`config.mk`:
```
export PLATFORM = sky130hd
export DESIGN_NAME = nibble_stim_gen
export DESIGN_NICKNAME = d
export VERILOG_FILES = /design/src/rtl/nibble_stim_gen.sv
export SDC_FILE = /design/constraint.sdc
export NUM_CORES = 1
export LEC_CHECK = 0
export ABC_CLOCK_PERIOD_IN_PS = 1700
export CAP_MARGIN = 40
export CORE_MARGIN = 2
export CORE_UTILIZATION = 46
export DETAILED_ROUTE_END_ITERATION = 16
export PLACE_DENSITY = 0.76
export SYNTH_ARGS = -nofsm -noshare
export SYNTH_HDL_FRONTEND = slang
export SYNTH_SLANG_ARGS = --single-unit
export TNS_END_PERCENT = 30
```
`constraint.sdc`:
```
create_clock -name clk -period 1.7 [get_ports clk]
set_input_delay 0.34 -clock clk [delete_from_list [all_inputs] [get_ports clk]]
set_output_delay 0.34 -clock clk [all_outputs]
set_load 0.01 [all_outputs]
```
`src/rtl/nibble_stim_gen.sv`:
```
// Stimulus generator and response checker for a nibble-wide device under test.
// A run issues num_vec stimulus vectors, each followed by a response window.
// Every vector is checked against a locally computed expected value, and the
// run ends with a one-cycle done pulse.
//
// state     | meaning
// ----------+------------------------------------------------------------
// IDLE      | waiting for start; counters hold the last run's results
// SEND      | stim_valid high, data and select held until stim_ready
// WAIT_RESP | response window; ends on resp_valid or after TMO cycles
// DONE      | single-cycle done pulse, then back to IDLE

module nibble_stim_gen #(
    parameter int WIDTH = 4,
    parameter int CNT_W = 8,
    parameter int TMO   = 16
) (
    input  logic             clk,
    input  logic             rst,
    input  logic             start,
    input  logic [CNT_W-1:0] num_vec,
    input  logic [1:0]       mode,
    input  logic [WIDTH-1:0] seed,
    output logic [WIDTH-1:0] stim_data,
    output logic             stim_sel,
    output logic             stim_valid,
    input  logic             stim_ready,
    input  logic [WIDTH-1:0] resp_data,
    input  logic             resp_valid,
    output logic             busy,
    output logic             done,
    output logic [CNT_W-1:0] vec_cnt,
    output logic [CNT_W-1:0] err_cnt
);

    // The timeout counter counts down from TMO-1 to zero. The vector times
    // out on the cycle it sits at zero, so the response window is exactly
    // TMO cycles long.
    localparam int TMO_W = (TMO > 1) ? $clog2(TMO) : 1;
    localparam logic [TMO_W-1:0] TMO_LOAD = TMO_W'(TMO - 1);
    localparam logic [TMO_W-1:0] TMO_ONE  = TMO_W'(1);
    localparam logic [TMO_W-1:0] TMO_ZERO = '0;

    localparam logic [CNT_W-1:0] CNT_ONE  = CNT_W'(1);
    localparam logic [CNT_W-1:0] CNT_ZERO = '0;
    localparam logic [CNT_W-1:0] CNT_MAX  = '1;

    localparam logic [WIDTH-1:0] DATA_ONE  = WIDTH'(1);
    localparam logic [WIDTH-1:0] DATA_ZERO = '0;

    typedef enum logic [1:0] {
        S_IDLE      = 2'd0,
        S_SEND      = 2'd1,
        S_WAIT_RESP = 2'd2,
        S_DONE      = 2'd3
    } state_t;

    // Mode 3 has no pattern of its own; it is folded into increment when the
    // run is launched, so the datapath only ever sees three patterns.
    typedef enum logic [1:0] {
        PAT_INC   = 2'd0,
        PAT_LFSR  = 2'd1,
        PAT_CONST = 2'd2
    } pattern_t;

    state_t             state_q;
    state_t             state_d;

    pattern_t           pattern_q;
    logic [WIDTH-1:0]   data_q;
    logic [WIDTH-1:0]   expected_q;
    logic [CNT_W-1:0]   num_vec_q;
    logic [CNT_W-1:0]   vec_cnt_q;
    logic [CNT_W-1:0]   err_cnt_q;
    logic [TMO_W-1:0]   tmo_cnt_q;

    logic               launch;
    logic               xfer;
    logic               tmo_hit;
    logic               vec_done;
    logic               vec_err;
    logic               last_vec;
    logic [CNT_W-1:0]   vec_cnt_inc;

    // Result the device under test must return for a given stimulus. With
    // the select bit set, d + ~d is all ones for every d; the sum is kept
    // explicit so the intent stays readable.
    function automatic logic [WIDTH-1:0] expect_value(
        input logic [WIDTH-1:0] d,
        input logic             sel
    );
        logic [WIDTH-1:0] r;
        if (sel) begin
            r = d + ~d;
        end else begin
            r = (d << 1) + DATA_ONE;
        end
        return r;
    endfunction

    // Data value for the next vector. The LFSR is a Fibonacci register
    // shifting left, with feedback from the two top bits (x^4 + x^3 + 1 at
    // WIDTH = 4).
    function automatic logic [WIDTH-1:0] next_pattern(
        input pattern_t         pat,
        input logic [WIDTH-1:0] d
    );
        logic [WIDTH-1:0] r;
        case (pat)
            PAT_LFSR:  r = {d[WIDTH-2:0], d[WIDTH-1] ^ d[WIDTH-2]};
            PAT_CONST: r = d;
            default:   r = d + DATA_ONE;
        endcase
        return r;
    endfunction

    // A seed of zero would lock the LFSR at zero, so it starts at one instead.
    function automatic logic [WIDTH-1:0] first_data(
        input logic [1:0]       m,
        input logic [WIDTH-1:0] s
    );
        logic [WIDTH-1:0] r;
        if (m == 2'd1 && s == DATA_ZERO) begin
            r = DATA_ONE;
        end else begin
            r = s;
        end
        return r;
    endfunction

    // Events the FSM and the datapath both depend on.
    assign launch      = (state_q == S_IDLE) && start;
    assign xfer        = (state_q == S_SEND) && stim_ready;
    assign tmo_hit     = (state_q == S_WAIT_RESP) && !resp_valid && (tmo_cnt_q == TMO_ZERO);
    assign vec_done    = (state_q == S_WAIT_RESP) && (resp_valid || (tmo_cnt_q == TMO_ZERO));
    assign vec_err     = tmo_hit ||
                         ((state_q == S_WAIT_RESP) && resp_valid && (resp_data != expected_q));
    assign vec_cnt_inc = vec_cnt_q + CNT_ONE;
    assign last_vec    = (vec_cnt_inc == num_vec_q);

    // State register.
    always_ff @(posedge clk) begin
        if (rst) begin
            state_q <= S_IDLE;
        end else begin
            state_q <= state_d;
        end
    end

    // Next-state logic. An empty run goes straight from IDLE to DONE.
    always_comb begin
        state_d = state_q;
        case (state_q)
            S_IDLE: begin
                if (start) begin
                    state_d = (num_vec == CNT_ZERO) ? S_DONE : S_SEND;
                end
            end
            S_SEND: begin
                if (stim_ready) begin
                    state_d = S_WAIT_RESP;
                end
            end
            S_WAIT_RESP: begin
                if (vec_done) begin
                    state_d = last_vec ? S_DONE : S_SEND;
                end
            end
            S_DONE: begin
                state_d = S_IDLE;
            end
            default: begin
                state_d = S_IDLE;
            end
        endcase
    end

    // Control outputs decoded from the current state.
    always_comb begin
        stim_valid = 1'b0;
        busy       = 1'b1;
        done       = 1'b0;
        case (state_q)
            S_IDLE: busy       = 1'b0;
            S_SEND: stim_valid = 1'b1;
            S_DONE: done       = 1'b1;
            default: ;
        endcase
    end

    // Run configuration and the current data word. The data word only changes
    // at launch or when a vector completes, so it stays stable during SEND.
    always_ff @(posedge clk) begin
        if (rst) begin
            pattern_q <= PAT_INC;
            num_vec_q <= CNT_ZERO;
            data_q    <= DATA_ZERO;
        end else if (launch) begin
            case (mode)
                2'd1:    pattern_q <= PAT_LFSR;
                2'd2:    pattern_q <= PAT_CONST;
                default: pattern_q <= PAT_INC;
            endcase
            num_vec_q <= num_vec;
            data_q    <= first_data(mode, seed);
        end else if (vec_done) begin
            data_q    <= next_pattern(pattern_q, data_q);
        end
    end

    // Expected response, captured on the stimulus handshake.
    always_ff @(posedge clk) begin
        if (rst) begin
            expected_q <= DATA_ZERO;
        end else if (xfer) begin
            expected_q <= expect_value(data_q, vec_cnt_q[0]);
        end
    end

    // Response timeout: loaded on the handshake, counts down while waiting.
    always_ff @(posedge clk) begin
        if (rst) begin
            tmo_cnt_q <= TMO_ZERO;
        end else if (xfer) begin
            tmo_cnt_q <= TMO_LOAD;
        end else if ((state_q == S_WAIT_RESP) && !resp_valid && (tmo_cnt_q != TMO_ZERO)) begin
            tmo_cnt_q <= tmo_cnt_q - TMO_ONE;
        end
    end

    // Vector counter: cleared at launch, stepped once per completed vector.
    always_ff @(posedge clk) begin
        if (rst) begin
            vec_cnt_q <= CNT_ZERO;
        end else if (launch) begin
            vec_cnt_q <= CNT_ZERO;
        end else if (vec_done) begin
            vec_cnt_q <= vec_cnt_inc;
        end
    end

    // Error counter: mismatches and timeouts, saturating at all ones.
    always_ff @(posedge clk) begin
        if (rst) begin
            err_cnt_q <= CNT_ZERO;
        end else if (launch) begin
            err_cnt_q <= CNT_ZERO;
        end else if (vec_err && (err_cnt_q != CNT_MAX)) begin
            err_cnt_q <= err_cnt_q + CNT_ONE;
        end
    end

    assign stim_data = data_q;
    assign stim_sel  = vec_cnt_q[0];
    assign vec_cnt   = vec_cnt_q;
    assign err_cnt   = err_cnt_q;

endmodule

```
==> impl_metrics.toml, run 1 <==
[power_and_ir_drop]
max-vdd-ir-drop_v = 0.000451
power.static_leakage_uw = 0.00117
powerDensity_nw_per_um2 = 699

[clocking]
cts_hold_buf = 0
clkTransAtPathRegs_ns = 0.08
clockRootBuffer = "clkbuf_8"
cts_buffers = 5
cts_buffer_depth = 2
clk_latency_ns = 0.29
clock_sinks = 40
cts-htree-levels = 2
cts_tree = "done"

[critical_path]
cp.arrival_ns = 1.92
worstPathCellList = "clkdlybuf4s50_1 > inv_1 > nor2_1 > a21oi_4 > a21bo_2 > a21oi_1"
rr_worst_depth = 7
critPathCapture = "err_cnt[5]"
r2r-start = "tmo_cnt_q[0]"
cpPeakStageDelay_ns = 0.52
slowest_stage = "clkdlybuf4s50_1"
crit_fanout = 6
end_kind = "register"
start_kind = "primary input"
worstReg2RegEnd = "err_cnt[7]"
critPathRequiredTime_ns = 1.92
crit_path_start = "resp_valid"
critPathKind = "in -> reg"
r2r_slack_ns = 0.05

[yosys]
synth_seq_cells = 40
synth_edf_count = 0
syn_nets = 294
synth_flop_cell = "dfxtp_1"
yosysWarnings = 0
synth_area_leaders = "dfxtp_1, xnor2_1, nand2_1, xor2_1, nor2_1"
synthCells = 267
synth_top_area_cell = "dfxtp_1"
synthArstFlopShare_pct = 0
yosysUniqueCellTypes = 54
yosysTopAreaCellShare_pct = 35.9
syn_area_um2 = 2230
synth_area_per_cell_um2 = 8.36
seq_area_frac_synth_pct = 35.9

[sta]
fin_skew_ns = 0.00506
report.final.slew_viol_count = 0
final-setup-viol-count = 0
tightest_slew_ns = 0.536
period_share_pct = 99.9
layout_min_cycle_time_ns = 1.70
rsz0062_at_grt = "true"
maxSlewHeadroom_pct = 64.1
setup_slack_ns = 0.00112
hold_viol_final = 0
fmax_mhz = 589

[place]
hpwl_mm = 3.85
routabilityCongestion = 0.807
dpl-instance-area_um2 = 2860
port_buffers = 46
place_ws_ns = -0.270

[routing]
drt_iter0_drc = 129
wl_mm = 5.24
wl_per_cell_um = 13.7
vias_per_cell = 5.51
drt-pass1-iter-count = 4
route.top_layer_used = "met4"
dr_wl_met2_mm = 2.52
met1Wirelength_mm = 2.41
dr_wl_met3_um = 228
vias = 2100
drcViolationCount = 0
antenna_left = 0

[cells_and_area]
layout_common_cells = "clkdlybuf4s50_1, nand2_1, dfxtp_1"
multi_input_area_um2 = 1400
stdcell_area_um2 = 3020
final_nets = 353
antenna_cells = 0
fillers = 415
area_growth_pct = 35.6
final-seq-area_um2 = 821
drive_gt1_share_pct = 18.3
final_common_cell = "clkdlybuf4s50_1"

[global_routing]
grt_pass1_vias = 1881
grt_overflow = 0
grt.total_usage_pct = 20.2
grt_max_degree = 26
grt_pass1_wl_mm = 8.61
grt_antenna_before_repair = 0

[outcome]
outcome = "completed"

[floorplanning]
core_um2 = 4690
io_pins = 47
dieArea_um2 = 5420
rows = 25
die_w_um = 73.6
initial_core_util_pct = 47.5
dieHeight_um = 73.6

[min_path]
min-delay-path-class = "reg -> reg"

[flow_run]
maxCapViolations = 0
==> Yosys cell counts (3+ instances only) <==
| cell type | n |
|---|---|
| o21ai_0 | 9 |
| inv_1 | 5 |
| nor2b_1 | 3 |
| nor2_1 | 29 |
| nand3b_1 | 4 |
| buf_2 | 4 |
| nand4_1 | 6 |
| ha_1 | 4 |
| nand2_1 | 32 |
| xor2_1 | 13 |
| nor3_1 | 7 |
| a311oi_1 | 3 |
| xnor2_1 | 18 |
| and2b_2 | 3 |
| a21oi_1 | 21 |
| nand2b_1 | 3 |
| nand3_1 | 9 |
| a211oi_1 | 4 |
| dfxtp_1 | 40 |
| nor4_1 | 3 |
| clkbuf_1 | 7 |
| mux2i_1 | 3 |
==> sequential cells by signal, indices dropped and copies added, names as in the netlist <==
register and cells:
err_cnt 8, num_vec_q 8, vec_cnt 8, expected_q 4, stim_data 4, tmo_cnt_q 4, pattern_q 2, state_q 2
==> cell families (layout without fill, tap and decap cells) <==
group | after synthesis | count (layout) | synth area share, %
AOI/OAI and AO/OA | 55 | 55 | 17.4
DFF | 40 | 40 | 35.9
xor gates and xnor gates | 31 | 31 | 12.2
buffers and inverters | 19 | 79 | 3.98
muxes | 3 | 3 | 1.35
and+or+nand+nor | 115 | 115 | 27.0
adders and majority gates | 4 | 4 | 2.24
==> power breakdown <==
| part | switching [uW] | internal, uW |
|---|---|---|
| combinational | 219 | 233 |
| sequential | 54.1 | 983 |
| clock | 336 | 289 |
| total | 608 | 1500 |
==> per-layer routing <==
layer  vias to the layer above  GRT usage (%)
met5                         -              0
met4                         0           6.67
met3                         8           3.98
met2                        65           32.3
met1                       977           27.2
li1                       1050              -
==> critical path: cells and delay by family <==
family / cells / cell delay [ns]
buffers and inverters: 2 / 0.64
AOI/OAI and AO/OA: 3 / 0.52
and+or+nand+nor: 1 / 0.43
==> through the flow <==
| stage | hold slack (ns) | util (%) | total power (uW) | TNS (ns) | std cells |
|---|---|---|---|---|---|
| finish | 0.470 | 64.5 | 2110 | 0 | 381 |
| detailed placement | 0.464 | 61.0 | 1480 | -1.84 | 372 |
| floorplan | 0.448 | - | 1300 | 0 | 267 |
| global placement | 0.460 | 61.0 | 1470 | -1.24 | 372 |
| global route | 0.488 | 64.5 | 2200 | -0.132 | 381 |
| CTS | 0.475 | 63.0 | 2100 | -0.0327 | 380 |
==> area by class of cell <==
class | instances | area share (%)
Tap cell | 54 | 2.23
Multi-Input combinational cell | 208 | 46.4
Inverter | 5 | 0.621
Timing Repair Buffer | 66 | 20.9
Clock inverter | 1 | 0.165
Sequential cell | 40 | 27.1
Clock buffer | 7 | 2.52
==> worst min-delay path by stage <==
| stage | from | to | slack, ns | depth (start not counted) |
|---|---|---|---|---|
| final | num_vec_q[7] | num_vec_q[7] | 0.47 | 2 |
| after global routing | num_vec_q[1] | num_vec_q[1] | 0.49 | 2 |
| after CTS | num_vec_q[7] | num_vec_q[7] | 0.47 | 2 |
| after detailed placement | num_vec_q[7] | num_vec_q[7] | 0.46 | 2 |
| after global placement | num_vec_q[7] | num_vec_q[7] | 0.46 | 2 |
| after floorplan | num_vec_q[1] | num_vec_q[1] | 0.45 | 2 |
==> timing repair <==
action / in CTS / in global routing
setup buffers: 0 / 1
gates resized for setup: 11 / 19
setup endpoints to repair: 12 / 29
hold endpoints to repair: 0 / 0
pin swaps: 1 / 2
No activity file was read; power rests on OpenSTA's default activity.
==> run 2: changes to the inputs <==
--- a/config.mk
+++ b/config.mk
@@ -7,7 +7,6 @@
 export LEC_CHECK = 0
 export ABC_CLOCK_PERIOD_IN_PS = 1700
 export CAP_MARGIN = 40
-export CORE_MARGIN = 2
 export CORE_UTILIZATION = 46
 export DETAILED_ROUTE_END_ITERATION = 16
 export PLACE_DENSITY = 0.76
==> impl_metrics.toml, run 2 (synthesis gave the netlist of run 1 again) <==
[sta]
layout_min_cycle_time_ns = 1.65
tightest_slew_ns = 0.411
report.final.slew_viol_count = 0
final-setup-viol-count = 0
fmax_mhz = 607
period_share_pct = 96.8
hold_viol_final = 0
setup_slack_ns = 0.0539
fin_skew_ns = 0.0117
rsz0062_at_grt = "true"
maxSlewHeadroom_pct = 72.4
tns_ns = 0

[power_and_ir_drop]
p_total_uw = 2110
power.static_leakage_uw = 0.00120
powerDensity_nw_per_um2 = 687
max-vdd-ir-drop_v = 0.000405

[floorplanning]
core_um2 = 4500
die_w_um = 71.6
dieArea_um2 = 5130
dieHeight_um = 71.6
io_pins = 47
initial_core_util_pct = 49.5
rows = 24

[place]
hpwl_mm = 3.81
place_ws_ns = -0.238
routabilityCongestion = 0.827
port_buffers = 46

[cells_and_area]
final_nets = 354
drive_gt1_share_pct = 19.2
layout_common_cells = "clkdlybuf4s50_1, nand2_1, dfxtp_1"
area_growth_pct = 37.5
antenna_cells = 0
final_common_cell = "clkdlybuf4s50_1"

[critical_path]
critPathBufInv = 1
cp.arrival_ns = 1.31
critPathRequiredTime_ns = 1.36
r2r-start = "vec_cnt[1]"
critPathKind = "reg -> out"
crit_family = "buffers and inverters"
worstReg2RegEnd = "state_q[1]"
start_kind = "register"
end_kind = "primary output"
rr_worst_depth = 5
crit_fanout = 6
slowest_stage = "clkdlybuf4s50_1"
cpPeakStageDelay_ns = 0.57
worstPathCellList = "clkdlybuf4s50_1"
r2r_slack_ns = 0.06

[routing]
wl_mm = 5.23
drt_iter0_drc = 121
vias_per_cell = 5.56
wl_per_cell_um = 13.8
antenna_left = 0
drcViolationCount = 0
drt-pass1-iter-count = 4
vias = 2111

[global_routing]
grt_pass1_vias = 1950
grt_max_degree = 26
grt.total_usage_pct = 21.3
grt_pass1_wl_mm = 8.65
grt_antenna_before_repair = 0
grt_overflow = 0

[clocking]
cts_tree = "done"
clock_sinks = 40
cts_buffer_depth = 2
clockRootBuffer = "clkbuf_8"
cts_buffers = 5
clkTransAtPathRegs_ns = 0.09
clk_latency_ns = 0.29
cts_hold_buf = 0
cts-htree-levels = 2

[min_path]
min_delay_worst_endpoint = "num_vec_q[1]"
hold_start = "num_vec_q[1]"
hold_depth = 2
min-delay-path-class = "reg -> reg"

[outcome]
outcome = "completed"

[flow_run]
maxCapViolations = 0
## run 2: per-layer routing
layer  part of all wire, %  vias to the layer above  routed length [um]  track usage [%]
li1                      -                     1064                   -                -
met1                    45                      987                2360             27.6
met2                    48                       51                2530             33.6
met3                   5.0                        9                 259             4.92
met4                   1.4                        0                  71             9.80
met5                     0                        -                   0                0
## run 2: area by class of cell
class / count / area [um^2]
sequential: 40 / 820
clock inverter: 1 / 5.00
inverter: 5 / 18.8
tap: 52 / 65.1
multi-input combinational: 208 / 1440
fill: 385 / 1440
timing repair buffer: 67 / 647
clock buffer: 7 / 76.3
## run 2: per-stage QoR
stage	std cells	area [um^2]	utilization [%]	hold WS (ns)
finish	380	3070	68.1	0.472
global route	380	3070	68.1	0.489
CTS	379	2970	65.8	0.468
detailed placement	371	2870	63.6	0.459
global placement	371	2870	63.6	0.459
floorplan	267	2250	-	0.448
## run 2: worst max-delay path by stage
stage	start	slack [ns]	end	depth (start not counted)
final	vec_cnt[3]	0.05	vec_cnt[3]	1
after global routing	tmo_cnt_q[0]	-0.04	tmo_cnt_q[1]	8
after CTS	tmo_cnt_q[0]	-0.02	stim_data[3]	7
after detailed placement	resp_data[3]	-0.24	err_cnt[2]	6
after global placement	resp_data[0]	-0.17	err_cnt[5]	6
after floorplan	tmo_cnt_q[0]	0.03	stim_data[3]	6
## run 2: what timing repair did
item | CTS | global route
setup buffers | 0 | 1
gates resized for setup | 11 | 24
pin swaps | 0 | 5
setup endpoints to repair | 9 | 27
## run 2: where the power goes
group / switching, uW / total (uW) / internal, uW
sequential: 54.5 / 1040 / 983
combinational: 224 / 459 / 235
clock: 321 / 610 / 288
